===== src/rtl/rate_counter.sv =====
// Multi-rate display counter: a reloadable divider issues a one-cycle step and a
// COUNT_WIDTH-bit counter advances on it. Define RATE_COUNTER_DOWN_EN to enable down-counting.
module rate_counter #(
    parameter int CLOCK_FREQUENCY = 4,
    parameter int COUNT_WIDTH     = 4,
    parameter int NUM_SPEEDS      = 4,
    localparam int SPEED_W        = $clog2(NUM_SPEEDS)
) (
    input  logic                   ClockIn,
    input  logic                   Reset,
    input  logic [SPEED_W-1:0]     Speed,
    input  logic                   Pause,
    input  logic                   Direction,
    input  logic                   Load,
    input  logic [COUNT_WIDTH-1:0] LoadValue,
    output logic [COUNT_WIDTH-1:0] CounterValue,
    output logic                   Tick,
    output logic                   Wrap
);

    localparam int unsigned CLK_FREQ_U = CLOCK_FREQUENCY;
    localparam int unsigned MAX_SPEED  = NUM_SPEEDS - 1;
    localparam int unsigned PERIOD_MAX = CLK_FREQ_U * (32'd1 << (MAX_SPEED - 1));
    localparam int          DIV_W      = (PERIOD_MAX > 1) ? $clog2(PERIOD_MAX) : 1;

    logic [DIV_W-1:0]       div_q, div_d;
    logic [COUNT_WIDTH-1:0] count_q, count_d;
    logic                   tick_q, tick_d;
    logic                   wrap_q, wrap_d;
    logic                   count_down;
    logic [DIV_W-1:0]       reload_val;

    // Speed codes beyond the last valid one saturate to the slowest rate.
    function automatic logic [DIV_W-1:0] period_minus_one(input logic [SPEED_W-1:0] s);
        int unsigned sel;
        int unsigned period;
        sel = 32'(s);
        if (sel > MAX_SPEED) begin
            sel = MAX_SPEED;
        end
        if (sel == 0) begin
            period = 1;
        end else begin
            period = CLK_FREQ_U * (32'd1 << (sel - 1));
        end
        return DIV_W'(period - 1);
    endfunction

`ifdef RATE_COUNTER_DOWN_EN
    always_comb count_down = Direction;
`else
    logic unused_direction;
    always_comb unused_direction = Direction;
    always_comb count_down = 1'b0;
`endif

    always_comb reload_val = period_minus_one(Speed);

    always_comb begin
        div_d   = div_q;
        count_d = count_q;
        tick_d  = 1'b0;
        wrap_d  = 1'b0;
        if (Load) begin
            count_d = LoadValue;
            div_d   = reload_val;
        end else if (Pause) begin
            div_d   = div_q;
        end else if (div_q != '0) begin
            div_d   = div_q - 1'b1;
        end else begin
            div_d  = reload_val;
            tick_d = 1'b1;
            if (count_down) begin
                count_d = count_q - 1'b1;
                wrap_d  = (count_q == '0);
            end else begin
                count_d = count_q + 1'b1;
                wrap_d  = &count_q;
            end
        end
    end

    always_ff @(posedge ClockIn) begin
        if (Reset) begin
            div_q   <= reload_val;
            count_q <= '0;
            tick_q  <= 1'b0;
            wrap_q  <= 1'b0;
        end else begin
            div_q   <= div_d;
            count_q <= count_d;
            tick_q  <= tick_d;
            wrap_q  <= wrap_d;
        end
    end

    always_comb begin
        CounterValue = count_q;
        Tick         = tick_q;
        Wrap         = wrap_q;
    end

endmodule


===== config.mk =====
export PLATFORM = sky130hd
export DESIGN_NAME = rate_counter
export DESIGN_NICKNAME = d
export VERILOG_FILES = /design/src/rtl/rate_counter.sv
export SDC_FILE = /design/constraint.sdc
export NUM_CORES = 1
export LEC_CHECK = 0
export CORE_AREA = 2 2 39 41
export DETAILED_ROUTE_END_ITERATION = 10
export DIE_AREA = 0 0 41 43
export PLACE_DENSITY = 0.77
export SLEW_MARGIN = 10
export SYNTH_ARGS = -nofsm -noshare
export SYNTH_HDL_FRONTEND = slang
export SYNTH_SLANG_ARGS = --single-unit
export TNS_END_PERCENT = 100

===== constraint.sdc =====
create_clock -name ClockIn -period 2.7 [get_ports ClockIn]
set_clock_uncertainty 0.1 [all_clocks]
set_input_delay 0.405 -clock ClockIn [delete_from_list [all_inputs] [get_ports ClockIn]]
set_output_delay 0.405 -clock ClockIn [all_outputs]
set_load 0.05 [all_outputs]

# [Word-level counts from Yosys, hierarchy flattened]
# Index checks and enable logic that the tools add are counted.
[op_classes] eq_ne=3 bitwise_logic=0 n_shift=1 mux=9 n_lt_le_gt_ge=0 n_mul=0 addsub=4 div_mod_pow=0 reduce_logical=6
[op_table] op="4-bit two-way mux" count=8
[op_table] op="1-bit by 32-bit << shifter with 2-bit output (first input constant)" count=1
[op_table] op="4-bit by 1-bit subtractor with 4-bit output (second input constant)" count=2
[op_table] op="4-bit by 1-bit adder with 4-bit output (second input constant)" count=1
[op_table] op="4-bit AND reduction" count=1
[op_table] op="4-bit nonzero test" count=1
[op_table] op="4-bit OR reduction" count=1
[op_table] op="3-bit by 2-bit inequality test with 1-bit output (second input constant)" count=1
[op_table] op="3-bit OR reduction" count=1
[op_table] op="2-bit by 1-bit subtractor with 3-bit output (second input constant)" count=1
[op_table] op="2-bit zero test" count=1
[op_table] op="2-bit by 1-bit inequality test with 1-bit output (second input constant)" count=1
[op_table] op="2-bit inequality test (second input constant)" count=1
[op_table] op="2-bit AND reduction" count=1
[op_table] op="1-bit two-way mux" count=1
[totals] rom_bits=0 mem_count=0 wordCells=27 output_inout_bits=6 regBits=10 latch_bits=0 ram_bits=0 input_bits=11

# [Logic depth before layout (Yosys ltp)]
# Gate-level depths: netlist of run 1.
[logic_depth] word_depth=8 ltp_mapped=5

# [Worst setup path before layout of run 1]
# Ideal clock, no wire load.
[synth_path] path_kind="register to register" from="register div_q[0]" to="register count_q[3] (netlist: CounterValue[3])" path_stages_with_launch=6 setup_slack_ns=0.820 period_less_slack_ns=1.880 setup_time_ns=0.091 arrival_ns=1.689 path_cell_list="edfxtp_1 > inv_1 > ha_1 > or4b_4 > or3_1 > a311oi_1"
[synth_via] elab_chain_cells=3
[synth_rtl] item="start, declared" line="26" text="logic [DIV_W-1:0] div_q, div_d;"
[synth_rtl] item="start signal, assigned" line="86" text="div_q <= reload_val;"
[synth_rtl] item="start signal, assigned" line="91" text="div_q <= div_d;"
[synth_rtl] item="4-bit nonzero test" line="69" text="end else if (div_q != '0) begin"
[synth_rtl] item="2-bit inequality test (no line)"
[synth_rtl] item="2-bit AND reduction (no line)"
[synth_rtl] item="end signal, assigned" line="92" text="count_q <= count_d;"
[synth_rtl] item="end, declared" line="27" text="logic [COUNT_WIDTH-1:0] count_q, count_d;"
# Every way passes these cells.
# A chain may end at the register's enable or synchronous reset.

# [Final worst setup path of run 1]
# Ends and elaborated chain as after synthesis.

==> impl_summary.txt, run 1 <==
----------------------------------------------------
[Clock tree]
  Insertion delay of the later-clocked pin in the worst-skew pair ... between 200 and 300 ps
  # H-tree levels ... 1
  Clock net sink count ... 10
  Max clock buf depth ... 2
  Clock slew at the register clock pins of the worst setup and hold paths ... 70 ps
  Number of buffers added by the clock tree synthesis step ... 3
  Number of instances resized during post-cts repair ... 0
  Hold buffers post-CTS ... 0
  Buffer type at the clock tree root ... sky130_fd_sc_hd__clkbuf_4
  Setup Fix Bufs, Post-CTS ... 0
  Clock tree from TritonCTS ... done

[Synth]
  Count of flip-flops with a built-in enable after synthesis ... 4
  Cells after Synth ... 50
  Biggest area consumer among synthesized cells ... sky130_fd_sc_hd__dfxtp_1
  Count of state elements after synthesis ... 10
  Average footprint of a synthesized cell ... 10.1 µm²
  Most used standard cells in the synthesized netlist ... 6 x sky130_fd_sc_hd__dfxtp_1, 6 x sky130_fd_sc_hd__nor2_1, 5 x sky130_fd_sc_hd__inv_1
  Top cells by area, synth ... sky130_fd_sc_hd__dfxtp_1 24%, sky130_fd_sc_hd__edfxtp_1 24%, sky130_fd_sc_hd__mux2i_1 5.9%
  Post-synth net total ... 63
  Synth cell types ... 21
  Syn Std Cell Area ... a little over 500 µm²
  Warnings, synthesis ... 0
  Share of synthesized flip-flops with an asynchronous set or reset ... 0%
  Seq/Total Area, Yosys ... 47.5%
  Synth top area share ... 23.8%
  Top flip-flop cell by instance count after synthesis ... sky130_fd_sc_hd__dfxtp_1

[Placed design]
  Final weighted congestion in routability-driven placement ... 0.694
  Count of input and output buffers ... 15
  Instance area after placement ... around 680 µm²
  DP HPWL ... 773 µm
  Setup slack at placement ... between 400 and 500 ps

[Route]
  Vias/cell ... between 4 and 5
  Antenna violation net count after detailed routing ... 0
  Total number of vias ... around 420
  Total Routed Length ... 990 µm
  Routed length per instance ... ~12 µm
  1st-pass router iterations ... 3
  DRC errors left ... 0
  DRC violation total after the first TritonRoute iteration ... 5

[Floorplanning]
  Initial core utilization ... 36.5%
  Area enclosed by the die boundary ... 1760 µm²
  Area of the placeable core ... 1380 µm²
  Chip Height ... 43 µm
  Horizontal die dimension ... 41 µm
  Number of placement rows ... 14
  Number of I/O pins ... 17

[Timing]
  Final setup fails ... 0
  RSZ-0062 raised after global routing ... no
  Worst hold slack ... approximately 420 ps
  Setup TNS after final layout ... 0 ps
  Max Clock Freq ... 496 MHz
  Post-route fraction of the period consumed by the critical path ... 74.6%
  Final number of max-transition violations ... 0
  Final critical delay including setup and external delays ... a little over 2000 ps
  Hold Fails Final Rpt ... 0
  Slew at the pin closest to its max-slew limit ... 525 ps
  Worst setup slack after layout ... 685 ps
  Tightest slew margin relative to the limit ... 64.7%

[Worst setup path]
  First element of the critical path ... div_q[0]$_DFFE_PP_
  Worst setup EP type ... flip-flop
  Worst EP required ... 2780 ps
  Type of element launching the critical path ... flip-flop
  Max Fanout on Critical Path ... 6
  Startpoint of the worst-slack reg-to-reg timing path ... div_q[0]$_DFFE_PP_
  Critical Path AT ... 2100 ps
  Category of the most critical setup path ... reg2reg

[Final layout]
  Antenna fix cells ... 0
  Filler Cell Count ... 149
  Area growth syn-to-layout ... 40.8%
  Fraction of layout instances using a drive strength above 1 ... 8.70%
  Post-Layout Inst Area ... 712 µm²
  Net count reported at finish ... 83

[Global routing]
  Global routing usage summed across all routing layers ... 13.7%
  Vias in the first global route ... just under 400
  Total grt overflow ... 0
  Wire length of the first global-routing pass ... 1.60 mm
  Pin count of the biggest net entering global routing ... 8
  Initial antenna violation count ... 0

[Worst hold path]
  Hold/Removal Path Class ... reg2reg
  Hold_sp ... CounterValue[1]$_SDFFE_PP0P_

[Pwr]
  Lkg Pwr ... 0.268 nW
  P per Cell Area ... ~550 nW/µm²
  Maximum resistive drop on vdd ... 0.000318 V

[Outcome]
  Run status ... finished, final reports clean

[Job]
  Number of max-cap violations ... 0

----------------------------------------------------
==> power breakdown <==
part	total, mW	internal, mW	switching, mW
Combinational	0.0742	0.0358	0.0383
Clock	0.136	0.0819	0.0545
Sequential	0.181	0.170	0.0111
Total	0.392	0.288	0.104
==> placed cells by master (no fill, tap or decap), types with 2 or more instances in the layout <==
master / instances
sky130_fd_sc_hd__mux2i_1: 3
sky130_fd_sc_hd__nor2_1: 6
sky130_fd_sc_hd__dfxtp_1: 6
sky130_fd_sc_hd__clkdlybuf4s50_1: 15
sky130_fd_sc_hd__edfxtp_1: 4
sky130_fd_sc_hd__o21ai_0: 2
sky130_fd_sc_hd__nand2_1: 4
sky130_fd_sc_hd__nor3_1: 3
sky130_fd_sc_hd__xnor2_1: 3
sky130_fd_sc_hd__a311oi_1: 2
sky130_fd_sc_hd__ha_1: 2
sky130_fd_sc_hd__inv_1: 5
sky130_fd_sc_hd__clkbuf_4: 3
==> sequential cells by signal, indices dropped and copies added (netlist names) <==
signal        count
CounterValue      4
Wrap              1
div_q             4
Tick              1
==> metal layers <==
| layer | track usage (%) | wire [µm] | up-vias | share of wire (%) |
|---|---|---|---|---|
| met1 | 15.2 | 430 | 189 | 43 |
| met2 | 20.9 | 476 | 13 | 48 |
| li1 | - | - | 222 | - |
| met3 | 3.66 | 82 | 0 | 8.3 |
| met5 | 0 | 0 | - | 0 |
| met4 | 10.0 | 0 | 0 | 0 |
==> metrics by stage <==
step,util [%],instances,power (mW)
after global routing,51.4,85,0.413
after CTS,51.4,85,0.397
after global placement,48.8,81,0.257
after floorplan,-,50,0.227
after detailed placement,48.8,81,0.259
final,51.4,85,0.392
==> worst max-delay path, cell delays in order (launching register included) <==
cell and delay, ps:
sky130_fd_sc_hd__edfxtp_1 420, sky130_fd_sc_hd__inv_1 80, sky130_fd_sc_hd__ha_1 220, sky130_fd_sc_hd__or4b_4 520, sky130_fd_sc_hd__or3_1 360, sky130_fd_sc_hd__a311oi_1 240
==> worst paths after layout <==
check	end	slack [ps]	depth (start not counted)
max	CounterValue[3]$_SDFFE_PP0P_	680	5
min	CounterValue[1]$_SDFFE_PP0P_	420	2
max reg2reg	CounterValue[3]$_SDFFE_PP0P_	680	5
min reg2reg	CounterValue[1]$_SDFFE_PP0P_	420	2
==> final cells by class <==
type                       count  area [µm²]  area share (%)
sequential                    10         240            33.7
clock buffer                   4        36.3            5.10
tap                           16        20.0            2.81
multi-input combinational     35         246            34.6
inverter                       5        18.8            2.64
timing repair buffer          15         150            21.1
==> kinds of logic after synthesis <==
kind of cell	synth area share, %
AND/OR/NAND/NOR	18.8
buffers and inverters	3.71
multiplexers	5.94
AO/OA/AOI/OAI	13.9
flip-flops	47.5
XOR/XNOR	5.20
adder cells (fa/ha/maj)	4.95
Power figures use the tool's default switching activity.
==> inputs of run 2 (changes only) <==
==> constraint.sdc (replaced) <==
create_clock -name ClockIn -period 1.96 [get_ports ClockIn]
set_clock_uncertainty 0.1 [all_clocks]
set_input_delay 0.294 -clock ClockIn [delete_from_list [all_inputs] [get_ports ClockIn]]
set_output_delay 0.294 -clock ClockIn [all_outputs]
set_load 0.05 [all_outputs]
==> run 2 against run 1 <==
Compared with the run above: hold slack got worse by 3.9 ps; first-iteration DRC count unchanged; worst setup slack got worse by 610 ps; sequential share of layout area decreased by 3.1 points; highest routed layer unchanged; critical path depth decreased by 4; largest cell class unchanged; die area unchanged.
==> impl_summary.txt, run 2 (same netlist as run 1, synthesis figures left out) <==
----------------------------------------------------
[Final layout]
  Fraction of layout instances using a drive strength above 1 ... ~21%
  Filler Cell Count ... ~120
  Area growth syn-to-layout ... 55.2%
  Leading cell types in the layout, fill and taps excluded ... 15 x sky130_fd_sc_hd__clkdlybuf4s50_1, 8 x sky130_fd_sc_hd__buf_4, 6 x sky130_fd_sc_hd__dfxtp_1, 6 x sky130_fd_sc_hd__nor2_1
  Most common library cell in the layout ignoring fill and taps ... sky130_fd_sc_hd__clkdlybuf4s50_1
  Net count reported at finish ... 91
  Antenna fix cells ... 0
  Number of standard cells in the layout, taps in and fillers out ... 93

[Clock tree]
  Insertion delay of the later-clocked pin in the worst-skew pair ... 260 ps
  Clock net sink count ... 10
  Clock slew at the register clock pins of the worst setup and hold paths ... 70 ps
  # H-tree levels ... 1
  Hold buffers post-CTS ... 0
  Clock tree from TritonCTS ... done
  Buffer type at the clock tree root ... sky130_fd_sc_hd__clkbuf_4
  Max clock buf depth ... 2
  Number of buffers added by the clock tree synthesis step ... 3

[Timing]
  Setup TNS after final layout ... 0 ps
  RSZ-0062 raised after global routing ... no
  Final setup fails ... 0
  Hold Fails Final Rpt ... 0
  Final critical delay including setup and external delays ... 1890 ps
  Post-route fraction of the period consumed by the critical path ... 96.3%
  Max Clock Freq ... 530 MHz
  Worst setup slack after layout ... 71.6 ps
  Final number of max-transition violations ... 0
  Slew at the pin closest to its max-slew limit ... 490 ps
  Tightest slew margin relative to the limit ... 67.2%

[Global routing]
  Total grt overflow ... 0
  Pin count of the biggest net entering global routing ... 8
  Global routing usage summed across all routing layers ... between 10% and 20%
  Wire length of the first global-routing pass ... 1.72 mm
  Initial antenna violation count ... 0
  Vias in the first global route ... 440

[Worst hold path]
  Hold/Removal Path Class ... reg2reg

[Placed design]
  # placed instances ... 88
  Count of input and output buffers ... 15
  Setup slack at placement ... -131 ps
  DP HPWL ... 800 µm
  Final weighted congestion in routability-driven placement ... just under 0.7

[Route]
  Routed length per instance ... roughly 11 µm
  Total number of vias ... around 460
  Vias/cell ... between 4 and 5
  Total Routed Length ... approximately 980 µm
  DRC errors left ... 0
  Antenna violation net count after detailed routing ... 0
  1st-pass router iterations ... 4
  DRC violation total after the first TritonRoute iteration ... 5

[Floorplanning]
  Number of placement rows ... 14
  Initial core utilization ... 36.5%
  Horizontal die dimension ... 41 µm
  Chip Height ... 43 µm
  Area of the placeable core ... 1380 µm²
  Area enclosed by the die boundary ... around 1800 µm²
  Number of I/O pins ... 17

[Pwr]
  P per Cell Area ... 716 nW/µm²
  Sum of internal, switching and leakage power ... 0.561 mW
  Lkg Pwr ... 0.304 nW
  Maximum resistive drop on vdd ... between 0.0003 and 0.0004 V

[Worst setup path]
  CP Buf/Inv Count ... 1
  Biggest cell delay along the critical path ... just over 800 ps
  Crit-path leading delay family ... buffers and inverters
  Max Fanout on Critical Path ... 5
  Cell with the largest stage delay on the worst path ... sky130_fd_sc_hd__clkdlybuf4s50_1
  Critical Path AT ... 1490 ps
  Worst setup EP type ... primary output
  Cell-by-cell listing of the critical path ... clkdlybuf4s50_1
  Worst EP required ... 1570 ps
  Type of element launching the critical path ... flip-flop
  Category of the most critical setup path ... reg2out

[Outcome]
  Run status ... finished, final reports clean

[Job]
  Number of max-cap violations ... 0

----------------------------------------------------
## run 2: area by class of cell
cell class              instances  area [µm²]  share of cell area (%)
repair buffers                 23         210                    26.8
flip-flops and latches         10         240                    30.6
inverters                       5        18.8                    2.39
well taps                      16        20.0                    2.55
multi-input cells              35         259                    33.0
clock buffers                   4        36.3                    4.63
## run 2: metrics by stage
| stage | hold slack, ps | util [%] | instance area (µm²) |
|---|---|---|---|
| floorplan | 266 | - | 505 |
| global placement | 409 | 52.6 | 728 |
| detailed placement | 416 | 52.6 | 728 |
| CTS | 427 | 55.2 | 764 |
| global route | 460 | 56.7 | 785 |
| finish | 420 | 56.7 | 785 |
## run 2: path summary, 6_finish.rpt
kind,startpoint,end,slack [ps],cells after the start
setup / recovery,CounterValue[2]$_SDFFE_PP0P_,CounterValue[2],70,1
setup reg to reg,div_q[0]$_DFFE_PP_,CounterValue[3]$_SDFFE_PP0P_,90,5
hold / removal,CounterValue[3]$_SDFFE_PP0P_,CounterValue[3]$_SDFFE_PP0P_,420,2
hold reg to reg,CounterValue[3]$_SDFFE_PP0P_,CounterValue[3]$_SDFFE_PP0P_,420,2
## run 2: per-layer routing
layer	wire, µm	vias up	part of all wire [%]	GRT usage (%)
met5	0	-	0	0
met4	0	0	0	4.00
met3	79	0	8.0	3.14
met2	474	17	48	22.5
met1	429	209	44	18.1
li1	-	238	-	-
## run 2: what timing repair did
action,CTS,global route
resized for setup,0,3
buffers inserted,0,1
setup endpoints to repair,0,2
## run 2: power breakdown
group | internal [mW] | switching [mW]
clock network | 0.113 | 0.0778
logic | 0.0645 | 0.0596
registers | 0.234 | 0.0129
total | 0.411 | 0.150
==> inputs of run 3 (changes only) <==
--- a/config.mk
+++ b/config.mk
@@ -5,10 +5,11 @@
 export SDC_FILE = /design/constraint.sdc
 export NUM_CORES = 1
 export LEC_CHECK = 0
-export CORE_AREA = 2 2 39 41
+export ABC_AREA = 1
+export CORE_MARGIN = 2
+export CORE_UTILIZATION = 44
 export DETAILED_ROUTE_END_ITERATION = 10
-export DIE_AREA = 0 0 41 43
-export PLACE_DENSITY = 0.77
+export PLACE_DENSITY = 0.84
 export SLEW_MARGIN = 10
 export SYNTH_ARGS = -nofsm -noshare
 export SYNTH_HDL_FRONTEND = slang
==> run 3 against run 2 <==
Compared with the run above: register-to-register slack improved by 370 ps; count of clock-buffer cells in the layout stayed put; combinational power about the same; final area down 1.3%; first-iteration DRC count did not move.
==> impl_summary.txt, run 3 <==
----------------------------------------------------
[Outcome]
  Run status ... finished, final reports clean

[Worst setup path]
  Worst setup EP type ... primary output
  Critical Path AT ... 1500 ps
  Number of stages on the worst setup path ... 1
  Max Fanout on Critical Path ... 5
  CP Buf/Inv Count ... 1
  Worst EP required ... 1570 ps
  Cell-by-cell listing of the critical path ... clkdlybuf4s50_1
  Type of element launching the critical path ... flip-flop
  Cell with the largest stage delay on the worst path ... sky130_fd_sc_hd__clkdlybuf4s50_1
  Category of the most critical setup path ... reg2out
  Number of cell instances on the worst register-to-register path ... 7
  Biggest cell delay along the critical path ... 830 ps
  Crit-path leading delay family ... buffers and inverters

[Synth]
  Biggest area consumer among synthesized cells ... sky130_fd_sc_hd__dfxtp_1
  Most used standard cells in the synthesized netlist ... 16 x sky130_fd_sc_hd__nand2_1, 10 x sky130_fd_sc_hd__inv_1, 7 x sky130_fd_sc_hd__nor2_1
  Post-synth net total ... 86
  Seq/Total Area, Yosys ... 40.9%
  Syn Std Cell Area ... slightly below 600 µm²
  Cells after Synth ... 73
  Synth top area share ... 20.4%
  Average footprint of a synthesized cell ... 8.06 µm²
  Synth cell types ... 24
  Warnings, synthesis ... 0
  Count of state elements after synthesis ... 10
  Top flip-flop cell by instance count after synthesis ... sky130_fd_sc_hd__dfxtp_1
  Count of flip-flops with a built-in enable after synthesis ... 4
  Most repeated cell in the gate-level netlist after synthesis ... sky130_fd_sc_hd__nand2_1
  Share of synthesized flip-flops with an asynchronous set or reset ... 0%
  Top cells by area, synth ... sky130_fd_sc_hd__dfxtp_1 20%, sky130_fd_sc_hd__edfxtp_1 20%, sky130_fd_sc_hd__nand2_1 10%

[Global routing]
  Global-route track usage on met2 ... 34.9%
  Met3 global-route usage ... 3.33%
  Total grt overflow ... 0
  Met1 usage ... 16.8%
  Initial antenna violation count ... 0
  Wire length of the first global-routing pass ... 1.88 mm
  Pin count of the biggest net entering global routing ... 8
  Vias in the first global route ... 500
  Busiest layer in global routing ... met2
  Global routing usage summed across all routing layers ... 17.9%

[Timing]
  RSZ-0062 raised after global routing ... no
  Hold Fails Final Rpt ... 0
  Final setup fails ... 0
  Worst setup slack after layout ... approximately 69 ps
  Max Clock Freq ... 529 MHz
  Slew at the pin closest to its max-slew limit ... 490 ps
  Final critical delay including setup and external delays ... 1890 ps
  Worst hold slack ... 400 ps
  Final number of max-transition violations ... 0
  Tightest slew margin relative to the limit ... between 60% and 70%
  Post-route fraction of the period consumed by the critical path ... between 90 and 100%
  Setup TNS after final layout ... 0 ps

[Floorplanning]
  Number of I/O pins ... 17
  Chip Height ... 40.6 µm
  Area of the placeable core ... 1270 µm²
  Number of placement rows ... 13
  Initial core utilization ... roughly 46%
  Horizontal die dimension ... 40.6 µm
  Area enclosed by the die boundary ... 1650 µm²

[Worst hold path]
  Hold/Removal Path Class ... reg2reg
  Number of cells traversed by the worst hold path ... 2

[Pwr]
  Clock power frac ... 28.2%
  Lkg Pwr ... 0.358 nW
  Gate power share ... 23.7%
  Switching component of the power ... 0.156 mW
  Switching share of power ... 29.8%
  Maximum resistive drop on vdd ... 0.000412 V
  P per Cell Area ... 675 nW/µm²
  Sum of internal, switching and leakage power ... 0.523 mW
  Internal power summed over all cells ... 0.367 mW
  Power share of the sequential group ... 48.1%

[Route]
  Routed length per instance ... between 10 and 15 µm
  1st-pass router iterations ... 5
  DRC violation total after the first TritonRoute iteration ... 5
  Antenna violation net count after detailed routing ... 0
  Total number of vias ... 535
  DRC errors left ... 0
  Total Routed Length ... 1.16 mm
  Vias/cell ... 5.00

[Clock tree]
  Clock net sink count ... 10
  Setup Fix Bufs, Post-CTS ... 0
  Number of buffers added by the clock tree synthesis step ... 3
  Hold buffers post-CTS ... 0
  Clock tree from TritonCTS ... done
  Insertion delay of the later-clocked pin in the worst-skew pair ... 270 ps
  Number of instances resized during post-cts repair ... 0
  # H-tree levels ... 1
  Buffer type at the clock tree root ... sky130_fd_sc_hd__clkbuf_4
  Max clock buf depth ... 2
  Clock slew at the register clock pins of the worst setup and hold paths ... approximately 60 ps

[Placed design]
  Setup slack at placement ... 226 ps
  Count of input and output buffers ... 15
  Final weighted congestion in routability-driven placement ... 0.784
  DP HPWL ... 931 µm

[Final layout]
  Leading cell types in the layout, fill and taps excluded ... 16 x sky130_fd_sc_hd__nand2_1, 13 x sky130_fd_sc_hd__clkdlybuf4s50_1, 10 x sky130_fd_sc_hd__inv_1, 7 x sky130_fd_sc_hd__nor2_1, 6 x sky130_fd_sc_hd__dfxtp_1
  Fraction of layout instances using a drive strength above 1 ... about 17%
  Final core utilization ... 61.0%
  Net count reported at finish ... 106
  Antenna fix cells ... 0
  Area growth syn-to-layout ... 31.7%
  Most common library cell in the layout ignoring fill and taps ... sky130_fd_sc_hd__nand2_1

[Job]
  Number of max-cap violations ... 0

----------------------------------------------------
==> run 3: cell types whose count changed in the layout (fill, tap and decap cells not counted), moves of 3 or more <==
cell                      delta
sky130_fd_sc_hd__nand2_1    +12
sky130_fd_sc_hd__inv_1       +6
sky130_fd_sc_hd__buf_4       -5
sky130_fd_sc_hd__nand3_1     +3
sky130_fd_sc_hd__mux2i_1     -3
sky130_fd_sc_hd__a21oi_1     +5
==> run 3: per-layer routing <==
metal / part of all wire [%] / routed length [µm]
met5: 0 / 0
met4: 1.6 / 19
met3: 4.4 / 51
met2: 52 / 603
met1: 42 / 485
==> run 3: power by group through the flow <==
stage	clock network [mW]	logic [mW]	registers (mW)
4_1_cts	0.151	0.126	0.251
3_3_place_gp	0	0.121	0.254
6_report	0.147	0.124	0.251
2_1_floorplan	0	0.0621	0.273
3_5_place_dp	0	0.125	0.255
5_1_grt	0.158	0.137	0.253
==> run 3: logic make-up after synthesis <==
kind of cell | after synthesis | share of synthesized area [%]
and+or+nand+nor | 37 | 32.3
buffers and inverters | 13 | 10.0
DFF | 10 | 40.9
AOI/OAI and AO/OA | 9 | 9.57
xor gates and xnor gates | 2 | 2.98
adders and majority gates | 2 | 4.25
==> run 3: final timing paths <==
check | start | to | slack (ps)
worst max register to register | div_q[0]$_DFFE_PP_ | div_q[1]$_DFFE_PP_ | 460
worst min-delay path | CounterValue[3]$_SDFFE_PP0P_ | Wrap$_SDFF_PP0_ | 400
worst min register to register | CounterValue[3]$_SDFFE_PP0P_ | Wrap$_SDFF_PP0_ | 400
worst max-delay path | CounterValue[1]$_SDFFE_PP0P_ | CounterValue[1] | 70
==> run 3: layout make-up <==
class,instances,area (µm²)
fill,125,494
multi-input combinational,50,289
sequential,10,240
timing repair buffer,16,153
inverter,12,47.5
clock buffer,4,26.3
tap,15,18.8
==> run 3: metrics by stage <==
stage,instances,area (µm²)
after floorplan,73,588
after global placement,103,748
after detailed placement,103,748
after CTS,107,774
after global routing,107,774
final,107,774
==> edit 1: new RTL, config.mk and constraints of run 1 <==
Change the parameter `COUNT_WIDTH` from 4 to 5.
--- a/src/rtl/rate_counter.sv
+++ b/src/rtl/rate_counter.sv
@@ -2,7 +2,7 @@
 // COUNT_WIDTH-bit counter advances on it. Define RATE_COUNTER_DOWN_EN to enable down-counting.
 module rate_counter #(
     parameter int CLOCK_FREQUENCY = 4,
-    parameter int COUNT_WIDTH     = 4,
+    parameter int COUNT_WIDTH     = 5,
     parameter int NUM_SPEEDS      = 4,
     localparam int SPEED_W        = $clog2(NUM_SPEEDS)
 ) (
Interface: changed (resized CounterValue and LoadValue); port bits go from 17 to 19. The function was not compared with the original's and may differ.
==> edit 1 against run 1 <==
Worst setup slack lost 98 ps. Critical path type unchanged. Critical endpoint unchanged. Cell area grew 9.5%. Via count grew 19%. Routed wire length grew 18%. Total power grew 1.2%. Synthesized area grew 11%. Critical path depth is the same. Sequential cell count grew 1.
==> edit 1: results <==
metrics = {
    "status": {
        "outcome": "finished clean",
    },
    "power_and_ir_drop": {
        "power.leakage_nw": 0.299,
        "cell_internal_pwr_mw": 0.282,
        "peakVddDrop_mv": 0.231,
        "powerClk_mw": 0.116,
        "swShare_pct": 28.8,
        "pg_comb_mw": 0.0831,
    },
    "placement": {
        "dpl.hpwl_um": 909,
        "routabilityCongestion": 0.712,
        "portBuffers": 17,
    },
    "cells_and_area": {
        "layout-drive-gt1-share_pct": 5.06,
        "nNetsFinal": 95,
        "fillers": 139,
    },
    "global_routing": {
        "grt_start_max_net_pins": 10,
        "grt_pass1_wl_mm": 1.93,
        "track_usage_pct": 17.1,
        "grt_pass1_vias": 455,
    },
    "yosys": {
        "synth-seq-area-share_pct": 46.4,
        "netlist_top_cells_count": "7 x dfxtp_1, 6 x nand2_1, 6 x nor2_1, 4 x edfxtp_1, 4 x inv_1",
        "synthesis.nets": 73,
        "ys_top_cells_by_area": "dfxtp_1 25%, edfxtp_1 21%, ha_1 6.7%",
        "ys_types": 24,
    },
    "drt": {
        "first_pass_iters": 4,
        "wire_per_inst_um": 12.3,
        "vias_per_cell": 5.29,
    },
    "critical_path": {
        "cp_slowest_cell": "or4b_1",
        "max_stage_delay_ps": 580,
        "crit_arrival_ps": 2200,
        "path_max_fanout": 7,
    },
    "clock_network": {
        "cts_resized": 0,
    },
    "timing": {
        "max_slew_margin_pct": 67.0,
    },
}
-- edit 1: worst paths after layout --
kind	slack [ps]	startpoint	cells after the start	endpoint
setup reg to reg	590	div_q[0]$_DFFE_PP_	5	CounterValue[3]$_SDFFE_PP0P_
hold / removal	420	CounterValue[1]$_SDFFE_PP0P_	2	CounterValue[1]$_SDFFE_PP0P_
hold reg to reg	420	CounterValue[1]$_SDFFE_PP0P_	2	CounterValue[1]$_SDFFE_PP0P_
setup / recovery	590	div_q[0]$_DFFE_PP_	5	CounterValue[3]$_SDFFE_PP0P_
-- edit 1: worst max-delay path, delay by kind of cell (launching register included) --
family | cells | cell delay, ps
adders and majority gates | 1 | 210
AOI/OAI and AO/OA | 1 | 250
and+or+nand+nor | 2 | 970
buffers and inverters | 1 | 80
DFF | 1 | 420
-- edit 1: layout make-up --
class / instances / area share [%]
Multi-Input combinational cell: 41 / 35.5
Sequential cell: 11 / 33.4
Timing Repair Buffer: 18 / 22.8
Clock buffer: 4 / 3.37
Tap cell: 16 / 2.57
Inverter: 5 / 2.41
-- edit 1: metrics by stage --
step	area, um^2	setup WS, ps	hold slack (ps)	util, %	instances
floorplan	561	749	377	-	58
global placement	753	401	402	54.4	91
detailed placement	753	361	418	54.4	91
CTS	779	572	425	56.3	95
global route	779	470	463	56.3	95
finish	779	586	423	56.3	95
-- edit 1: layer usage --
metal  part of all wire [%]  GRT usage (%)
met1                     44           20.2
met2                     47           25.3
met3                    5.2           4.71
met4                    3.2           12.0
met5                      0              0
-- edit 1: logic make-up (layout without fill, tap and decap cells) --
logic type	after synthesis	after routing	share of synthesized area [%]
adders and majority gates	3	3	6.70
and+or+nand+nor	21	21	18.5
buffers and inverters	6	27	4.24
AOI/OAI and AO/OA	11	11	14.1
xor gates and xnor gates	3	3	4.69
muxes	3	3	5.36
DFF	11	11	46.4
==> edit 2: new RTL, flow settings as in run 1 <==
Without the edit above. Add an input register stage for `Speed`, `Pause`, `Load` and `LoadValue`, without a reset; this delays them by one clock. The other inputs are not delayed to match.
--- a/src/rtl/rate_counter.sv
+++ b/src/rtl/rate_counter.sv
@@ -22,6 +22,18 @@
     localparam int unsigned MAX_SPEED  = NUM_SPEEDS - 1;
     localparam int unsigned PERIOD_MAX = CLK_FREQ_U * (32'd1 << (MAX_SPEED - 1));
     localparam int          DIV_W      = (PERIOD_MAX > 1) ? $clog2(PERIOD_MAX) : 1;
+
+    logic [SPEED_W-1:0] Speed_q;
+    logic Pause_q;
+    logic Load_q;
+    logic [COUNT_WIDTH-1:0] LoadValue_q;
+
+    always_ff @(posedge ClockIn) begin
+        Speed_q     <= Speed;
+        Pause_q     <= Pause;
+        Load_q      <= Load;
+        LoadValue_q <= LoadValue;
+    end
 
     logic [DIV_W-1:0]       div_q, div_d;
     logic [COUNT_WIDTH-1:0] count_q, count_d;
@@ -54,17 +66,17 @@
     always_comb count_down = 1'b0;
 `endif
 
-    always_comb reload_val = period_minus_one(Speed);
+    always_comb reload_val = period_minus_one(Speed_q);
 
     always_comb begin
         div_d   = div_q;
         count_d = count_q;
         tick_d  = 1'b0;
         wrap_d  = 1'b0;
-        if (Load) begin
-            count_d = LoadValue;
+        if (Load_q) begin
+            count_d = LoadValue_q;
             div_d   = reload_val;
-        end else if (Pause) begin
+        end else if (Pause_q) begin
             div_d   = div_q;
         end else if (div_q != '0) begin
             div_d   = div_q - 1'b1;
Behaviour: not the same (a bounded check fails within 4 cycles, from zero or initial values and one cycle with Reset high).
==> edit 2 against run 1 <==
First-iteration DRC count grew to 3.6 times the old value. Total power is 32% higher. Cell area is 21% higher. Routed wire length increased by 16%. Synthesized area is 32% higher. Sequential power rose by 71%. Non-clock buffer count stayed put. Critical path depth is the same. Synthesized cell count grew 16%. Sequential cell count grew 8. Worst setup slack lost 25 ps. Via count grew 17%. Critical endpoint unchanged.
==> edit 2: results <==
metrics = {
    "status": {
        "outcome": "finished clean",
    },
    "timing": {
        "setup_ws_ps": 660,
        "max_slew_margin_pct": 62.9,
    },
    "clock_network": {
        "clk_latency_ps": 290,
        "clk_pin_slew_worst_paths_ps": 100,
        "cts_setup_buffers": 0,
        "cts_made_buffers": 3,
    },
    "global_routing": {
        "antenna_found_initial": 0,
        "grt_pass1_vias": 488,
        "grt_pass1_wl_mm": 2.04,
        "grt_start_max_net_pins": 11,
        "track_usage_pct": 17.3,
    },
    "yosys": {
        "synth-xor-area-share_pct": 3.95,
        "ys_types": 21,
        "synthAdderAreaFrac_pct": 3.76,
        "netlist_top_cells_count": "14 x dfxtp_1, 6 x nor2_1, 5 x inv_1, 4 x edfxtp_1, 4 x nand2_1",
        "ys.warnings.count": 0,
        "synth_compound_area_share_pct": 10.5,
        "synthesis.nets": 71,
        "synth-seq-area-share_pct": 60.2,
        "ys_top_cells_by_area": "dfxtp_1 42%, edfxtp_1 18%, mux2i_1 4.5%",
        "synth_top_area_share_pct": 42.1,
        "async_flop_share_pct": 0,
        "muxShareOfSynthArea_pct": 4.51,
    },
    "placement": {
        "dpl.hpwl_um": 904,
        "place_area_um2": 836,
        "routabilityCongestion": 0.747,
        "pre_cts_slack_ps": 508,
    },
    "drt": {
        "vias_per_cell": 5.34,
        "drtIter0Drc": 18,
        "wire_per_inst_um": 12.4,
        "first_pass_iters": 4,
    },
    "critical_path": {
        "crit_arrival_ps": 2140,
        "ff2ff_path_depth": 5,
        "crit_path_start": "div_q[0]$_DFFE_PP_",
    },
    "cells_and_area": {
        "nNetsFinal": 91,
        "fillers": 117,
        "layout-drive-gt1-share_pct": 6.49,
    },
    "power_and_ir_drop": {
        "cell_internal_pwr_mw": 0.384,
        "power.leakage_nw": 0.329,
        "peakVddDrop_mv": 0.417,
    },
}
-- edit 2: metal layers --
metal,up-vias,wire length (um),global-route usage (%)
met3,0,59,4.71
met2,19,575,25.6
met4,0,0,6.00
li1,249,-,-
met1,229,515,23.5
met5,-,0,0
-- edit 2: area by class of cell --
class	count	area, um^2	share of cell area [%]
Sequential cell	18	400	46.4
Multi-Input combinational cell	35	246	28.6
Timing Repair Buffer	15	150	17.4
Clock buffer	3	22.5	2.61
Tap cell	16	20.0	2.32
Inverter	5	18.8	2.18
Clock inverter	1	3.75	0.435
-- edit 2: how the worst min path moves through the flow --
stage | start | end | slack (ps) | depth (start not counted)
CTS | LoadValue_q[2]$_DFF_P_ | CounterValue[2]$_SDFFE_PP0P_ | 370 | 2
floorplan | LoadValue_q[2]$_DFF_P_ | CounterValue[2]$_SDFFE_PP0P_ | 330 | 2
detailed placement | LoadValue_q[2]$_DFF_P_ | CounterValue[2]$_SDFFE_PP0P_ | 360 | 2
global route | LoadValue_q[3]$_DFF_P_ | CounterValue[3]$_SDFFE_PP0P_ | 420 | 2
finish | LoadValue_q[2]$_DFF_P_ | CounterValue[2]$_SDFFE_PP0P_ | 370 | 2
global placement | LoadValue_q[1]$_DFF_P_ | CounterValue[1]$_SDFFE_PP0P_ | 360 | 2
-- edit 2: critical path, stage by stage, from the launching register on --
cell,delay (ps)
edfxtp_1,430
inv_1,80
ha_1,210
or4b_4,520
or3_1,360
a311oi_1,240
-- edit 2: kinds of logic after synthesis --
family | count (synthesis)
AND/OR/NAND/NOR | 18
flip-flops | 18
AO/OA/AOI/OAI | 9
buffers and inverters | 5
XOR/XNOR | 3
multiplexers | 3
adder cells (fa/ha/maj) | 2
-- edit 2: power groups by stage --
stage / clock network, mW / registers, mW / logic, mW
2_1_floorplan: 0 / 0.327 / 0.0295
3_3_place_gp: 0 / 0.314 / 0.0710
3_5_place_dp: 0 / 0.316 / 0.0728
4_1_cts: 0.136 / 0.310 / 0.0731
5_1_grt: 0.149 / 0.313 / 0.0803
6_report: 0.133 / 0.310 / 0.0731
-- edit 2: metrics by stage --
step	total power, mW	std cells
4_1_cts	0.519	93
5_1_grt	0.542	93
3_3_place_gp	0.385	89
6_report	0.516	93
3_5_place_dp	0.389	89
2_1_floorplan	0.357	58
